<file path="src/rtl/key_pkg.sv">
// Shared key-path definitions: default keypad geometry and the key index width/type
// used by the event arbiter and by downstream UI decode.
package key_pkg;

   localparam int DEF_N_KEYS     = 4;
   localparam int DEF_FIFO_DEPTH = 4;

   // Ceiling log2 for index widths; never below 1 so a 1-bit index always exists.
   function automatic int key_clog2(input int n);
      int r;
      r = 1;
      while ((1 << r) < n) r++;
      return r;
   endfunction

   localparam int KEY_IDX_W = key_clog2(DEF_N_KEYS);

   typedef logic [KEY_IDX_W-1:0] key_idx_t;

endpackage

</file>
<file path="src/rtl/key_evt_fifo.sv">
// Generic synchronous FIFO with pointer/count bookkeeping; head data reads as zero when empty.
module key_evt_fifo #(
   parameter int DEPTH = 4,
   parameter int WIDTH = 2,
   localparam int AW = $clog2(DEPTH),
   localparam int CW = AW + 1
) (
   input  logic             clk,
   input  logic             rst_n,
   input  logic             push,
   input  logic [WIDTH-1:0] push_data,
   output logic             full,
   input  logic             pop,
   output logic [WIDTH-1:0] pop_data,
   output logic             empty,
   output logic [CW-1:0]    count
);

   logic [WIDTH-1:0] mem [DEPTH];
   logic [AW-1:0]    wr_ptr_reg, rd_ptr_reg;
   logic [CW-1:0]    count_reg;
   logic             do_push, do_pop;

   assign full     = (count_reg == CW'(DEPTH));
   assign empty    = (count_reg == '0);
   assign count    = count_reg;
   assign do_push  = push && !full;
   assign do_pop   = pop && !empty;
   assign pop_data = empty ? '0 : mem[rd_ptr_reg];

   always_ff @(posedge clk) begin
      if (do_push) mem[wr_ptr_reg] <= push_data;
   end

   // DEPTH is a power of two, so the pointers wrap on their own.
   always_ff @(posedge clk or negedge rst_n) begin
      if (!rst_n) begin
         wr_ptr_reg <= '0;
         rd_ptr_reg <= '0;
         count_reg  <= '0;
      end else begin
         if (do_push) wr_ptr_reg <= wr_ptr_reg + 1'b1;
         if (do_pop)  rd_ptr_reg <= rd_ptr_reg + 1'b1;
         case ({do_push, do_pop})
            2'b10:   count_reg <= count_reg + 1'b1;
            2'b01:   count_reg <= count_reg - 1'b1;
            default: count_reg <= count_reg;
         endcase
      end
   end

endmodule

</file>
<file path="src/rtl/key_event_arb.sv">
// Serialises per-key press pulses into an ordered key-index event stream via pending
// latches, a round-robin arbiter and an event FIFO. Optional drop counter: KEY_EVENT_ARB_DROP_CNT_EN.
module key_event_arb
   import key_pkg::*;
#(
   parameter int N_KEYS     = DEF_N_KEYS,
   parameter int FIFO_DEPTH = DEF_FIFO_DEPTH,
   localparam int IDX_W     = key_clog2(N_KEYS)
) (
   input  logic              clk,
   input  logic              rst_n,
   input  logic [N_KEYS-1:0] key_pulse,
   output logic              evt_valid,
   output logic [IDX_W-1:0]  evt_key,
   input  logic              evt_ready,
   output logic [N_KEYS-1:0] pending,
   output logic              ovf,
   input  logic              ovf_clr
`ifdef KEY_EVENT_ARB_DROP_CNT_EN
   ,
   output logic [7:0]        drop_cnt
`endif
);

   localparam int CW = $clog2(FIFO_DEPTH) + 1;

   logic [N_KEYS-1:0] pending_reg, pending_next, gnt_vec, loss_vec;
   logic [IDX_W-1:0]  rr_ptr_reg, rr_ptr_next, winner;
   logic [IDX_W:0]    cand;
   logic              found, grant, ovf_reg;
   logic              fifo_full, fifo_empty;
   logic [CW-1:0]     fifo_count;

   // First pending key at or after rr_ptr, wrapping modulo N_KEYS.
   always_comb begin
      found  = 1'b0;
      winner = '0;
      cand   = '0;
      for (int i = 0; i < N_KEYS; i++) begin
         cand = {1'b0, rr_ptr_reg} + (IDX_W+1)'(i);
         if (cand >= (IDX_W+1)'(N_KEYS)) cand = cand - (IDX_W+1)'(N_KEYS);
         if (!found && pending_reg[cand[IDX_W-1:0]]) begin
            found  = 1'b1;
            winner = cand[IDX_W-1:0];
         end
      end
   end

   assign grant       = found && !fifo_full;
   assign rr_ptr_next = (winner == IDX_W'(N_KEYS - 1)) ? '0 : winner + 1'b1;

   // A pulse arriving in its own key's grant cycle is a fresh event, not a loss.
   for (genvar gi = 0; gi < N_KEYS; gi++) begin : g_key
      assign gnt_vec[gi]      = grant && (winner == IDX_W'(gi));
      assign loss_vec[gi]     = key_pulse[gi] && pending_reg[gi] && !gnt_vec[gi];
      assign pending_next[gi] = key_pulse[gi] || (pending_reg[gi] && !gnt_vec[gi]);
   end

   always_ff @(posedge clk or negedge rst_n) begin
      if (!rst_n) begin
         pending_reg <= '0;
         rr_ptr_reg  <= '0;
         ovf_reg     <= 1'b0;
      end else begin
         pending_reg <= pending_next;
         if (grant) rr_ptr_reg <= rr_ptr_next;
         if (|loss_vec)    ovf_reg <= 1'b1;
         else if (ovf_clr) ovf_reg <= 1'b0;
      end
   end

   key_evt_fifo #(
      .DEPTH (FIFO_DEPTH),
      .WIDTH (IDX_W)
   ) u_fifo (
      .clk       (clk),
      .rst_n     (rst_n),
      .push      (grant),
      .push_data (winner),
      .full      (fifo_full),
      .pop       (evt_ready && !fifo_empty),
      .pop_data  (evt_key),
      .empty     (fifo_empty),
      .count     (fifo_count)
   );

   assign evt_valid = (fifo_count != '0);
   assign pending   = pending_reg;
   assign ovf       = ovf_reg;

`ifdef KEY_EVENT_ARB_DROP_CNT_EN
   logic [7:0] drop_cnt_reg, drop_cnt_next, drop_base;
   logic [4:0] loss_num;
   logic [8:0] drop_sum;

   always_comb begin
      loss_num = '0;
      for (int i = 0; i < N_KEYS; i++) loss_num = loss_num + 5'(loss_vec[i]);
      drop_base     = ovf_clr ? 8'd0 : drop_cnt_reg;
      drop_sum      = {1'b0, drop_base} + 9'(loss_num);
      drop_cnt_next = drop_sum[8] ? 8'd255 : drop_sum[7:0];
   end

   always_ff @(posedge clk or negedge rst_n) begin
      if (!rst_n) drop_cnt_reg <= '0;
      else        drop_cnt_reg <= drop_cnt_next;
   end

   assign drop_cnt = drop_cnt_reg;
`endif

endmodule

</file>
<file path="config.mk">
export PLATFORM = sky130hd
export DESIGN_NAME = key_event_arb
export DESIGN_NICKNAME = d
export VERILOG_FILES = /design/src/rtl/key_pkg.sv /design/src/rtl/key_evt_fifo.sv /design/src/rtl/key_event_arb.sv
export SDC_FILE = /design/constraint.sdc
export NUM_CORES = 1
export LEC_CHECK = 0
export BUFFER_PORTS_ARGS = -buffer_cell sky130_fd_sc_hd__buf_4
export CAP_MARGIN = 0
export CELL_PAD_IN_SITES_DETAIL_PLACEMENT = 0
export CELL_PAD_IN_SITES_GLOBAL_PLACEMENT = 1
export CORE_ASPECT_RATIO = 0.7
export CORE_MARGIN = 1
export CORE_UTILIZATION = 40
export CTS_CLUSTER_DIAMETER = 100
export DETAILED_ROUTE_END_ITERATION = 12
export GPL_TIMING_DRIVEN = 0
export PLACE_DENSITY_LB_ADDON = 0.1
export REMOVE_ABC_BUFFERS = 1
export SETUP_SLACK_MARGIN = 0.3
export SLEW_MARGIN = 0
export SYNTH_ARGS = -nofsm -noshare
export SYNTH_HDL_FRONTEND = slang
export SYNTH_SLANG_ARGS = --single-unit
export TNS_END_PERCENT = 100
</file>
<file path="constraint.sdc">
create_clock -name clk -period 3.1 [get_ports clk]
set_clock_uncertainty 0.2 [all_clocks]
set_input_delay 0.465 -clock clk [delete_from_list [all_inputs] [get_ports clk]]
set_output_delay 0.465 -clock clk [all_outputs]
set_load 0.01 [all_outputs]
</file>
# Word level (Yosys, flattened, before mapping)
# Memories as Yosys holds them, arrays and structs flattened.
# Index checks and enable logic that the tools add are counted.
[op_classes]
muxes = 27
addsub = 12
order_cmp = 8
eq_ne = 6
n_reduce_logical = 42
[ops]
columns = ["operator", "n"]
rows = [
  ["logical AND 1 bit", 23],
  ["2-to-1 mux 2 bit", 10],
  ["less-than comparator 2 x 3 -> 1 bit, second input constant", 4],
  ["2-to-1 mux 1 bit", 12],
  ["greater-or-equal comparator 3 bit, second input constant", 3],
  ["logical NOT 1 bit", 9],
  ["binary-select mux 1 bit (select 2 bit)", 4],
  ["subtractor 2 x 1 -> 2 bit, second input constant", 4],
  ["adder 2 x 1 -> 2 bit, second input constant", 3],
  ["adder 2 x 2 -> 3 bit, second input constant", 2],
  ["equality test 2 bit, second input constant", 3],
  ["one-hot mux 3 bit (2 select lines)", 1],
  ["equality test 2 x 1 -> 1 bit, second input constant", 2],
  ["logical OR 1 bit", 4],
  ["nonzero test 2 bit", 2],
  ["OR reduction 4 bit", 1],
  ["adder 2 x 1 -> 3 bit, second input constant", 1],
  ["adder 3 x 1 -> 3 bit, second input constant", 1],
  ["equality test 3 bit, second input constant", 1],
  ["greater-or-equal comparator 2 x 3 -> 1 bit, second input constant", 1],
  ["logical NOT 3 bit", 1],
  ["nonzero test 3 bit", 1],
  ["subtractor 3 x 1 -> 3 bit, second input constant", 1],
  ["logical NOT 2 bit", 1],
]
[totals]
ff_bits = 14
mem_bits_rw = 8
wordCells = 102
in_bits = 8
n_memories = 1
[memory_table]
columns = ["memory", "words", "width", "rd", "rd_clocked_by_memory_dff", "write_ports", "line", "source"]
rows = [
  ["u_fifo.mem", 4, 2, 1, 0, 1, "key_evt_fifo.sv:19", "logic [WIDTH-1:0] mem [DEPTH];"],
]

# Depth between registers and ports, before layout
# Gate-level depths: netlist of the first run.
[depth]
word_depth = 20
mapped_depth = 10
ltp_nobuf = 9

# Modules after synthesis
# Synthesis of the first run repeated with hierarchy kept, for this count alone.
[unflattened]
cells_unflattened = 96
hier_area_um2 = 1184.9
[modules_own_cells]
columns = ["mod", "cells_per_inst", "area_per_inst_um2", "n_inst", "seq_area_each_um2"]
rows = [
  ["key_evt_fifo", 49, 723.2, 1, 415.4],
  ["key_event_arb", 47, 461.7, 1, 175.2],
]

# Worst setup path before layout of the first run
# No wires, ideal clock.
[synth_path]
path_type = "register -> register"
from = "reg pending_reg[1] (netlist: pending[1])"
to = "reg u_fifo.count_reg[2] (netlist: u_fifo.count[2])"
arrival_ns = 2.117
path_slack_ns = 0.704
setup_time_ns = 0.079
required_ns = 2.821
stages_incl_launch_ff = 10
path_buffers = 1
cell_sequence = "dfrtp_1 > buf_6 > o41a_4 > inv_1 > ha_1 > inv_1 > fa_1 > xor2_1 > nor2_1 > xor2_1"
[synth_via]
elab_chain_cells = 16
[synth_lines]
columns = ["element", "line", "source"]
rows = [
  ["start: declaration", "key_event_arb.sv:27", "logic [N_KEYS-1:0] pending_reg, pending_next, gnt_vec, loss_vec;"],
  ["start signal: assignment", "key_event_arb.sv:65", "pending_reg <= pending_next;"],
  ["binary-select mux 1 bit (select 2 bit)", "key_event_arb.sv:42", "if (!found && pending_reg[cand[IDX_W-1:0]]) begin"],
  ["2-to-1 mux 1 bit (implied by the code)", "key_event_arb.sv:42", ""],
  ["2-to-1 mux 1 bit", "key_event_arb.sv:42", ""],
  ["logical NOT 1 bit", "key_event_arb.sv:42", ""],
  ["logical AND 1 bit", "key_event_arb.sv:42", ""],
  ["2-to-1 mux 1 bit", "key_event_arb.sv:42", ""],
  ["logical NOT 1 bit", "key_event_arb.sv:42", ""],
  ["logical AND 1 bit", "key_event_arb.sv:42", ""],
  ["2-to-1 mux 1 bit", "key_event_arb.sv:42", ""],
  ["logical NOT 1 bit", "key_event_arb.sv:42", ""],
  ["logical AND 1 bit", "key_event_arb.sv:42", ""],
  ["2-to-1 mux 1 bit (*)", "key_event_arb.sv:42", ""],
  ["logical AND 1 bit (*)", "key_event_arb.sv:49", "assign grant = found && !fifo_full;"],
  ["logical AND 1 bit (*)", "key_evt_fifo.sv:27", "assign do_push = push && !full;"],
  ["equality test 2 x 1 -> 1 bit / equality test 2 bit (equally long branches)", "key_evt_fifo.sv:44", "case ({do_push, do_pop})"],
  ["one-hot mux 3 bit (2 select lines) / nonzero test 2 bit (equally long branches)", "n/a", ""],
  ["end signal: assignment", "key_evt_fifo.sv:45", "2'b10: count_reg <= count_reg + 1'b1;"],
  ["end signal: assignment", "key_evt_fifo.sv:46", "2'b01: count_reg <= count_reg - 1'b1;"],
  ["end signal: assignment", "key_evt_fifo.sv:47", "default: count_reg <= count_reg;"],
  ["end: declaration", "key_evt_fifo.sv:21", "logic [CW-1:0] count_reg;"],
]
# Every way passes the cells marked *; elsewhere a longest branch is shown, timed or not. The select of a mux whose other input is x is not followed.
# A chain may end at the register's enable or synchronous reset.

# Worst setup path after layout of the first run
[layout_path]
from = "reg u_fifo.count_reg[1] (netlist: u_fifo.count[1])"
to = "reg u_fifo.count_reg[2] (netlist: u_fifo.count[2])"
[layout_via]
elab_chain_cells = 6
[layout_lines]
columns = ["element", "line"]
rows = [
  ["equality test 3 bit / logical NOT 3 bit (equally long branches)", "key_evt_fifo.sv:24, key_evt_fifo.sv:25"],
  ["logical NOT 1 bit (on tied branches)", "n/a"],
  ["logical AND 1 bit (on tied branches)", "key_event_arb.sv:49, key_event_arb.sv:81"],
  ["logical AND 1 bit (on tied branches)", "key_evt_fifo.sv:27, key_evt_fifo.sv:28"],
  ["equality test 2 x 1 -> 1 bit / equality test 2 bit (equally long branches)", "key_evt_fifo.sv:44"],
  ["one-hot mux 3 bit (2 select lines) / nonzero test 2 bit (equally long branches)", "n/a"],
]
# Several ways; a longest one is shown, not always the timed one.

==> results of run 1 <==
-- layer usage --
metal	vias to the layer above	part of all wire [%]
met1	352	55
met3	3	5.2
li1	369	-
met5	-	0
met2	15	39
met4	0	0.38
-- timing repair --
item / in CTS / in global routing
endpoints found under the setup margin: 0 / 0
hold buffers: 1 / 0
endpoints found under the hold margin: 14 / 0
gates resized for setup: 0 / 0
-- metrics by stage --
step	total power, uW	utilization, %	worst slack (ps)	std cells
after floorplan	1190	-	736	94
after global placement	1440	47.0	539	145
after detailed placement	1460	47.0	539	145
after CTS	1640	49.0	498	150
after global routing	1760	49.0	413	150
final	1630	49.0	518	150
-- cells by family (layout without fill, tap and decap cells) --
logic type | Yosys count | count (layout) | synth area share [%]
multiplexers | 4 | 4 | 6.24
flip-flops | 22 | 22 | 49.1
AND/OR/NAND/NOR | 23 | 23 | 10.8
adder cells (fa/ha/maj) | 10 | 10 | 11.0
XOR/XNOR | 6 | 6 | 4.37
AO/OA/AOI/OAI | 19 | 19 | 12.6
buffers and inverters | 13 | 30 | 5.93
-- cell usage after synthesis --
| master | count |
|---|---|
| xor2_1 | 3 |
| and2_2 | 4 |
| a21o_1 | 3 |
| and2_1 | 3 |
| edfxtp_1 | 8 |
| a31oi_1 | 1 |
| or3_2 | 1 |
| o41a_4 | 1 |
| o22ai_1 | 4 |
| dfrtp_1 | 14 |
| o32ai_1 | 1 |
| o21ai_0 | 1 |
| or2_2 | 2 |
| a2111o_1 | 1 |
| nor2b_1 | 2 |
| xnor2_1 | 3 |
| a21oi_1 | 3 |
| fa_1 | 1 |
| or3b_1 | 1 |
| o21a_1 | 1 |
| inv_1 | 10 |
| nor3_1 | 1 |
| nor2_1 | 2 |
| buf_6 | 3 |
| nand2_1 | 6 |
| mux4_2 | 2 |
| nand3_1 | 1 |
| o22a_1 | 2 |
| ha_1 | 9 |
| mux2_4 | 2 |
| o221a_2 | 1 |
-- report_power, final --
part	total (uW)	internal [uW]	leakage (uW)	switching [uW]
sequential	629	490	0.000229	139
combinational	824	432	0.000368	392
clock	177	88.3	0.0000231	88.5
-- layout by cell type (no fill, tap or decap), drive strengths merged, types with 3 or more instances in the layout --
cell type,n
clkbuf,3
inv,10
buf,15
nand2,6
a21oi,3
edfxtp,8
dfrtp,14
o22ai,4
and2,7
a21o,3
xnor2,3
ha,9
xor2,3
-- path summary, 6_finish.rpt --
| path | endpoint | from | slack (ps) |
|---|---|---|---|
| setup / recovery | u_fifo.count[2]$_DFFE_PN0P_ | u_fifo.count[1]$_DFFE_PN0P_ | 520 |
| hold / removal | pending[1]$_DFF_PN0_ | key_pulse[1] | 190 |
| setup reg to reg | u_fifo.count[2]$_DFFE_PN0P_ | u_fifo.count[1]$_DFFE_PN0P_ | 520 |
| hold reg to reg | u_fifo.count[2]$_DFFE_PN0P_ | u_fifo.count[2]$_DFFE_PN0P_ | 300 |
| max in group asynchronous | rr_ptr_reg[1]$_DFFE_PN0P_ | rst_n | 2120 |
| min in group asynchronous | pending[0]$_DFF_PN0_ | rst_n | 390 |
-- final cells by class --
class / count / area [um2] / share of cell area, %
sequential: 22 / 591 / 42.7
tap: 36 / 45.0 / 3.26
clock buffer: 3 / 41.3 / 2.99
clock inverter: 1 / 3.75 / 0.271
inverter: 10 / 37.5 / 2.71
multi-input combinational: 62 / 542 / 39.2
timing repair buffer: 16 / 123 / 8.87
-- worst max-delay path: stages, from the launching register on --
cell,delay (ps)
dfrtp_1,410
or3b_1,520
o41a_4,200
inv_1,120
ha_1,200
inv_1,70
fa_1,370
xor2_1,150
nor2_1,110
xor2_1,160
==> results.md, run 1 <==
- After technology mapping, the gate count stands at between 90 and 100.
- The congestion estimate from routability-driven global placement came to about 0.74.
- During placement, the flow inserted port buffers numbering 15.
- Summing all non-filler instances in the final layout gives an area of approximately 0.0014 mm2.
- The maximum operating frequency is between 300 and 400 MHz.
- met1 is the most crowded layer.
- The first TritonRoute pass finished after 4 iterations.
- The post-synthesis register bit count is 22.
- The register with the most flip-flops in the layout has 8 of them.
- The number of routed nets with antenna violations is 0.
- Sorting the synthesized cells by area gives the leading types as dfrtp_1 (29%), edfxtp_1 (20%), ha_1 (9.4%).
- In this run, distinct cell masters in the synthesized netlist total 31.
- The logic depth of the worst register-to-register path is 9.
- Clock latency on the worst-skew pair, taken at its later pin, is ~260 ps.
- The worst hold path was traced through 2 stages.
- The final net count is between 100 and 150.
- The met1 demand-to-capacity share in global routing is between 20% and 30%.
- STA classifies the critical path startpoint as a flip-flop.
- The final count of pins violating max slew is 0.
- For the finished layout, the period the worst path requires is around 2600 ps.
- The category of the most critical setup path is reg2reg.
- The top-level I/O count is 16.
- Relative to the synthesized area, the layout overhead comes to 14.9%.
- The initial standard-cell utilization of the core is between 40% and 50%.
- The repair_antennas step left the layout with diodes totalling 0.
- The met3 usage in global routing is 4.29%.
- Cells with a size suffix above 1 make up 27.2% of the layout.
- The total number of clock tree sinks is 22.
- The aggregate routed wire length is approximately 2.1 mm.
- The run finished with clean final reports.
- In this run the post-CTS setup repair buffer count came out at 0.
- The count of yosys warnings during synthesis is 0.
- The layout has between 200 and 300 filler cells.
- The via count of the first global-routing pass was approximately 660.
- Across all hold checks on the routed design, the worst slack comes to ~190 ps.
- For this run, global-route usage on met2 was measured as around 18%.
- The class of the tightest hold or removal check is in2reg.
- The share of synthesized area in the top cell type comes to between 20% and 30%.
- The aggregate global-route resource usage is between 10 and 15%.
- The mapped cell area is roughly 0.0012 mm2.
- Counting the buffers created by CTS gives 3.
- In this run the worst path has a maximum fanout of 8.
- The nature of the critical path endpoint is a flip-flop.
- Setup repair after global routing left no endpoint under its margin.
- The summed negative setup slack over all endpoints is 0 ps.
- The number of levels in the clock H-tree is 1.
- The die boundary height is 47.9 um.
- For this run, design rule violations remaining after detail routing come to 0.
- The initial antenna violation count is 0.
- The total die area is approximately 0.0032 mm2.
- STA puts the critical path data required time at slightly above 3000 ps.
- The routed layout has between 700 and 800 vias.
- The final cycle utilization of the critical path is 83.3%.
- The global-route wire length before repair is roughly 3.3 mm.
- The post-synthesis average cell area is 12.4 um2.
- After clock tree synthesis, the clock-pin slew on the worst setup and hold paths is 80 ps.
- STA puts the critical path data arrival time at around 2600 ps.
- After detailed placement, the total cell area comes to 0.00133 mm2.
- After detailed routing, the number of vias per cell comes to just under 5.
- The number of DRC markers in iteration 0 is 62.
- The max-cap check violation count is 0.
- The floorplan step defined a core boundary enclosing between 0.002 and 0.003 mm2.
- The largest voltage drop on the vdd net is 0.414 mV.
- The hold violation count in the final report is 0.
- The wire length per cell after detailed routing is 14.2 um.
- Setup violations remaining at the end of the flow were counted as 0.
- The buffer cell driving the clock tree root is clkbuf_8.
- The worst pin sits at a relative slew slack of approximately three quarters.
- TritonCTS built the clock tree.
- Dividing total power by cell area gives a power density of between 1000 and 1500 mW/mm2.
- The detailed placer's ending HPWL is approximately 1.6 mm.
- In this run the core area contains 16 standard-cell rows.
- For this design the static power due to leakage is between 0.0006 and 0.0007 uW.
- The maximum number of pins on one net before global-route repair is 15.
- At the pin with the least slew margin, the transition time is around 350 ps.
- The die extent in x is between 60 and 70 um.
- The maximum number of buffers from clock root to sink is 2.
- The cell taking the most area after synthesis is dfrtp_1.
- After global routing the overflow that remains totals 0.
- The fraction of the yosys area taken by sequential cells is about half.
No activity file was read; power rests on OpenSTA's default activity.
==> run 2, diff against run 1 <==
- clock period: 3.1 -> 2.1 ns (I/O delays scaled with it)
==> run 2 against run 1 <==
The run now ends with setup timing left; core utilization rose by 13 points; global-route usage rose by 3.3 points; maximum frequency rose by 16%; count of clock-buffer cells in the layout did not move; non-clock buffer count rose by 22.
==> results.md, run 2 (synthesis results as in run 1) <==
- The source of the worst hold timing path is key_pulse[1].
- The class of the tightest hold or removal check is in2reg.
- Summing all non-filler instances in the final layout gives an area of between 0.0015 and 0.002 mm2.
- Relative to the synthesized area, the layout overhead comes to 45.7%.
- Entering global routing, the biggest net connects 15 pins.
- The total congestion overflow after global routing is 0.
- For this block, the via count after detailed routing is slightly below 900.
- Before antenna repair, the detailed router went through 4 iterations.
- The met3 usage in global routing is between 4 and 5%.
- The switching part of the total is 36.3%.
- The initial antenna violation count is 0.
- The critical path starts at u_fifo.count[0]$_DFFE_PN0P_.
- The detailed placer's ending HPWL is 1.63 mm.
- Dividing the detail-routed wire length by the instance count gives ~16 um.
- For this block, the routed nets add up to roughly 2.7 mm of wire.
- The clock insertion delay at the later pin of the skew report is 260 ps.
- The number of DRC markers in iteration 0 is 57.
- The slew of the pin with the lowest slew margin is 274 ps.
- The share of final-layout standard cells stronger than drive strength 1 is 59.6%.
- The portion of total power attributed to sequential cells is between 20% and 30%.
- The filler cell count is around 220.
- The pre-CTS worst setup slack is -461 ps.
- The clock network burns under 10% of the power.
- The clock-pin slew on the worst setup and hold paths is ~80 ps.
- The post-detailed-route DRC marker count is 0.
- The maximum operating frequency is 450 MHz.
- Setup repair after global routing could not meet its margin everywhere.
- The element type at the critical path start is a flip-flop.
- The sequential cells in the finished layout cover a total of 594 um2.
- Input and output buffers added on the ports amount to 15.
- The number of levels in the clock H-tree is 1.
- Global routing used approximately a quarter of the available met2 tracks.
- The worst-path maximum fanout is 2.
- The placeable core region is between 0.002 and 0.003 mm2.
- The tightest hold margin is approximately 41 ps.
- The root buffer cell chosen for the clock tree is clkbuf_8.
- Once routing completed, OpenROAD measured the worst setup slack at -120 ps.
- The initialized floorplan defines 16 standard-cell rows.
- The total number of clock tree sinks is 22.
- The peak-usage layer in the global routing report is met1.
- TritonCTS created 3 clock buffers.
- In this run the cell area measured after placement is about 0.0013 mm2.
- The vias per cell is around 5.1.
- The final reports fail on setup timing.
- The total net switching power is about 1200 uW.
- The congestion estimate from routability-driven global placement came to 0.742.
- Measured along the y axis, the die boundary spans ~48 um.
- Across every metal layer, demand over resource in global routing totals between 10% and 20%.
- No sink is reached through more buffers than the 2 on the longest clock path.
- The endpoint required time on the critical path is ~2100 ps.
- The max-cap check violation count is 0.
- The met1 demand-to-capacity share in global routing is approximately a quarter.
- The total of endpoints with negative setup slack in the final report is 4.
- The fraction of power consumed by combinational cells is 65.3%.
- The footprint of the multi-input gates is ~700 um2.
- The clock tree from TritonCTS is built.
- The library cell used most frequently in the layout, excluding fill and tap cells, is buf_4.
- The die extent in x is 67.6 um.
- The flow ran to the end, but the final reports show violations.
- The largest voltage drop on the vdd net is approximately 0.74 mV.
- Of the available clock period, the critical path in the final layout requires 106%.
- The summed negative setup slack over all endpoints is -255 ps.
- The category of the most critical setup path is reg2reg.
- In this run the tightest slew margin relative to its limit is between 80% and 90%.
- The detail route stage leaves a number of antenna-violating nets equal to 0.
- The first global-routing pass estimated 3.98 mm of wire.
- After the last flow step, the layout net total stands at ~160.
- STA classifies the critical path endpoint as a flip-flop.
- The hold violation count in the final report was 0.
- Counting I/O delays and the setup requirement, the final critical path takes ~2200 ps.
- In this run the static leakage power is roughly 0.00077 uW.
- The library cells used most frequently in the layout, excluding fill and tap cells, are buf_4 (25), dfrtp_1 (11), buf_6 (10).
- The top-level I/O count is 16.
- The reg-to-reg critical path startpoint is u_fifo.count[0]$_DFFE_PN0P_.
- The total die area is ~0.0032 mm2.
- The power density normalized to cell area is 1950 mW/mm2.
- The cell internal power dissipation is ~2200 uW.
- Once the floorplan was initialized, standard cells occupied between 40% and 50% of the core.
- The via count of the first global-routing pass is just under 800.
- The final count of pins violating max slew is 0.
- 0 antenna diodes ended up in the layout.
- The arrival time at the worst endpoint is between 2000 and 2500 ps.
- The number of flip-flops under the largest register name is 8.
## run 2: critical path, stage by stage (launching register included)
cell,delay [ps]
dfrtp_1,400
or3b_4,420
o41a_4,130
inv_4,70
ha_4,130
inv_2,40
fa_2,340
xor2_1,140
nor2_1,110
xor2_1,160
## run 2: area by class of cell
| class | count | area share, % |
|---|---|---|
| inverters | 10 | 2.28 |
| repair buffers | 38 | 19.7 |
| flip-flops and latches | 22 | 33.9 |
| multi-input cells | 62 | 39.0 |
| clock buffers | 3 | 2.35 |
| well taps | 36 | 2.57 |
| clock inverters | 1 | 0.214 |
## run 2: power by group through the flow
stage	Sequential [uW]	Combinational (uW)	Clock [uW]
floorplan	897	865	0
global route	949	2390	291
CTS	908	1950	271
global placement	932	1200	0
finish	920	2230	263
detailed placement	933	1220	0
## run 2: repair_timing
item                                   CTS  global route
hold buffers                             1             0
setup endpoints to repair               18            20
pin swaps                               18             7
endpoints found under the hold margin   14             0
setup buffers                           16             6
gates resized for setup                 43            10
## run 2: through the flow
step | utilization (%) | std cells | total power (uW)
2_1_floorplan | - | 94 | 1760
3_3_place_gp | 47.0 | 145 | 2130
3_5_place_dp | 47.0 | 145 | 2150
4_1_cts | 59.4 | 166 | 3130
5_1_grt | 62.1 | 172 | 3630
6_report | 62.1 | 172 | 3410
## run 2: worst paths after layout
check	endpoint	slack, ps	depth (start not counted)
worst max-delay path	u_fifo.count[2]$_DFFE_PN0P_	-120	9
worst min-delay path	pending[1]$_DFF_PN0_	40	2
worst max register to register	u_fifo.count[2]$_DFFE_PN0P_	-120	9
worst min register to register	u_fifo.count[2]$_DFFE_PN0P_	300	1
max in group asynchronous	rr_ptr_reg[1]$_DFFE_PN0P_	1250	2
min in group asynchronous	pending[0]$_DFF_PN0_	240	2
## run 2: per-layer routing
metal	share of wire [%]	wire length, um	vias up
met5	0	0	-
met2	43	1150	31
met4	1.0	27	0
li1	-	-	415
met1	50	1350	433
met3	6.0	160	5
==> run 3, diff against run 2 <==
- CORE_ASPECT_RATIO: 0.7 -> not set
==> run 3 against run 2 <==
Sequential power down 2.4%; worst hold slack better by 33 ps; cell count up 2.3%; the flow finishes with violations (DRC, setup timing); die area down 0.11%; sequential cell count unchanged; global-route usage down 1.0 points; count of clock-buffer cells in the layout unchanged; core utilization up 2.9 points.
==> results.md, run 3 (synthesis results as in run 1) <==
- The number of levels in the clock H-tree is 1.
- The signal on the critical path passes through buf_6 > buf_4 > or3_4 > and2_4 > ha_4 > inv_2 > fa_2 > xor2_1 > nor2_1 > xor2_1.
- The routed layout has 917 vias.
- The final critical-path setup slack is -146 ps.
- The tree built by TritonCTS fans out to 22 sinks.
- From bottom edge to top edge, the die measures ~57 um.
- Summed over all nets, the half-perimeter wirelength after detailed placement is approximately 1.6 mm.
- For the finished layout, the period the worst path requires is ~2200 ps.
- The first TritonRoute pass finished after 8 iterations.
- The final net count is 164.
- Summing all multi-input logic gate instances after layout gives roughly 700 um2.
- The largest voltage drop on the vdd net is approximately 0.82 mV.
- The flow ran to the end, but the final reports show violations.
- The initial antenna violation count was 0.
- Setup violations remaining at the end of the flow were counted as 5.
- In this run, CTS created clock tree buffers numbering 3.
- Summing internal, switching and leakage power gives around 3400 uW.
- The buffer cell driving the clock tree root is clkbuf_4.
- The clock insertion delay at the later pin of the skew report is 320 ps.
- The total overflow left after global routing is 0.
- The register with the most flip-flops in the layout has 8 of them.
- Derived from the worst setup path, the maximum achievable clock frequency is approximately 450 MHz.
- The finished cells cover between 0.0015 and 0.002 mm2.
- TritonCTS built the clock tree.
- The count of input and output buffers is 15.
- The register area is between 500 and 600 um2.
- Global routing used about 17% of the available tracks across all layers.
- The final count of pins violating max slew is 0.
- The worst setup path is launched from a flip-flop.
- STA puts the critical path data required time at approximately 2100 ps.
- The nature of the critical path endpoint is a flip-flop.
- The number of buffers and inverters on the critical path is 3.
- The placed instance area is around 0.0013 mm2.
- The final antenna diode count is 0.
- The initial standard-cell utilization of the core is between 40% and 50%.
- In the final layout, the share of cells above drive strength 1 is about three fifths.
- The worst pin sits at a relative slew slack of about three quarters.
- The maximum number of pins on one net before global-route repair is 15.
- The die extent in x is around 57 um.
- The cell repeated most along the worst path is xor2_1.
- The vias per cell is between 5 and 6.
- The maximum number of buffers from clock root to sink is 2.
- The aggregate routed wire length is ~2.6 mm.
- The class of the tightest hold or removal check is in2reg.
- The checks that failed: DRC, setup timing.
- Among cell families on the critical path, the largest total delay comes from simple AND/OR/NAND/NOR gates.
- The global-route wire length before repair is about 4.1 mm.
- The library cell used most frequently in the layout, excluding fill and tap cells, is buf_4.
- Leaving out fill and tap cells, the most frequent cells in the layout are buf_4 (33), dfrtp_1 (11), buf_6 (9).
- Routability-driven placement finished with a final weighted congestion of between 0.6 and 0.7.
- The floorplan step defined a die boundary enclosing 0.00323 mm2.
- The critical path is of the reg2reg type.
- The delay of the slowest critical-path stage is 420 ps.
- The area growth from synthesis to layout is 51.6%.
- Of all nets on the critical path, the largest fanout is 5.
- The initialized floorplan defines 19 standard-cell rows.
- For the pin with the worst max-slew slack, the measured transition is 356 ps.
- In this run the power density over the cells is between 1500 and 2000 mW/mm2.
- The via count of the first global-routing pass is between 900 and 1000.
- The max-cap check violation count is 0.
- The placeable core region is 0.00281 mm2.
- The number of routed nets with antenna violations is 0.
- The number of DRC markers in iteration 0 is 32.
- After clock tree synthesis, the clock-pin slew on the worst setup and hold paths is around 130 ps.
- The hold violation count in the final report is 0.
- The wire length per cell after detailed routing is about 15 um.
- STA puts the critical path data arrival time at ~2300 ps.
- The layout has between 200 and 250 filler cells.
- Setup repair after global routing could not meet its margin everywhere.
- The leakage power is 0.000813 uW.
- The final cycle utilization of the critical path is 107%.
- The post-detailed-route DRC marker count is 4.
- The largest individual stage delay along the critical path comes from the cell dfrtp_1.
- For this design the top-level I/O count stands at 16.
==> run 3: cell types whose count changed in the layout (fill, tap and decap cells not counted), moves of 2 or more <==
| cell | previous run | this run |
|---|---|---|
| and2_4 | 3 | 7 |
| clkbuf_8 | 3 | 0 |
| inv_2 | 3 | 1 |
| dlygate4sd3_1 | 1 | 5 |
| and2_2 | 4 | 0 |
| buf_4 | 25 | 33 |
| clkbuf_4 | 0 | 3 |
==> run 3: metrics by stage <==
stage	worst slack, ps	util (%)	cells	setup TNS [ps]	hold WS [ps]
finish	-146	65.0	176	-419	74.0
floorplan	-264	-	94	-360	-181
global route	-223	65.0	176	-784	61.9
CTS	-177	57.7	166	-218	76.4
detailed placement	-475	47.1	140	-834	-19.2
global placement	-426	47.1	140	-718	-21.2
==> run 3: cell type report <==
cell class	instances	area share, %
clock buffers	3	1.23
flip-flops and latches	22	32.6
multi-input cells	62	38.2
repair buffers	47	21.9
clock inverters	1	1.65
well taps	31	2.13
inverters	10	2.33
==> run 3: final timing paths <==
| check | endpoint | start | slack, ps | cells after the start |
|---|---|---|---|---|
| worst max-delay path | u_fifo.count[2]$_DFFE_PN0P_ | u_fifo.count[0]$_DFFE_PN0P_ | -150 | 10 |
| worst min-delay path | u_fifo.rd_ptr_reg[1]$_DFFE_PN0N_ | evt_ready | 70 | 3 |
| worst max register to register | u_fifo.count[2]$_DFFE_PN0P_ | u_fifo.count[0]$_DFFE_PN0P_ | -150 | 10 |
| worst min register to register | u_fifo.rd_ptr_reg[1]$_DFFE_PN0N_ | u_fifo.rd_ptr_reg[1]$_DFFE_PN0N_ | 340 | 1 |
| max in group asynchronous | pending[3]$_DFF_PN0_ | rst_n | 1340 | 2 |
| min in group asynchronous | u_fifo.count[1]$_DFFE_PN0P_ | rst_n | 160 | 2 |
==> run 3: where the power goes <==
group	switching [uW]	total, uW	internal (uW)
Sequential	171	898	727
Clock	139	332	193
Combinational	913	2190	1280
==> run 3: repair_timing <==
action / in CTS / in global routing
gates resized for setup: 24 / 31
hold endpoints to repair: 18 / 0
cloned: 0 / 0
hold buffers: 5 / 0
setup buffers: 17 / 10
pin swaps: 12 / 9
setup endpoints to repair: 21 / 20
==> run 3: worst reg2reg max path: stages, from the launching register on <==
cell	delay (ps)
dfrtp_1	420
buf_6	120
buf_4	140
or3_4	360
and2_4	170
ha_4	160
inv_2	40
fa_2	180
xor2_1	150
nor2_1	70
xor2_1	140
==> run 3: layer usage <==
metal / wire [um] / up-vias / track usage [%]
met1: 1180 / 454 / 19.7
met3: 83 / 8 / 2.53
met5: 0 / - / 0
met4: 68 / 0 / 7.32
met2: 1310 / 18 / 30.8
li1: - / 437 / -
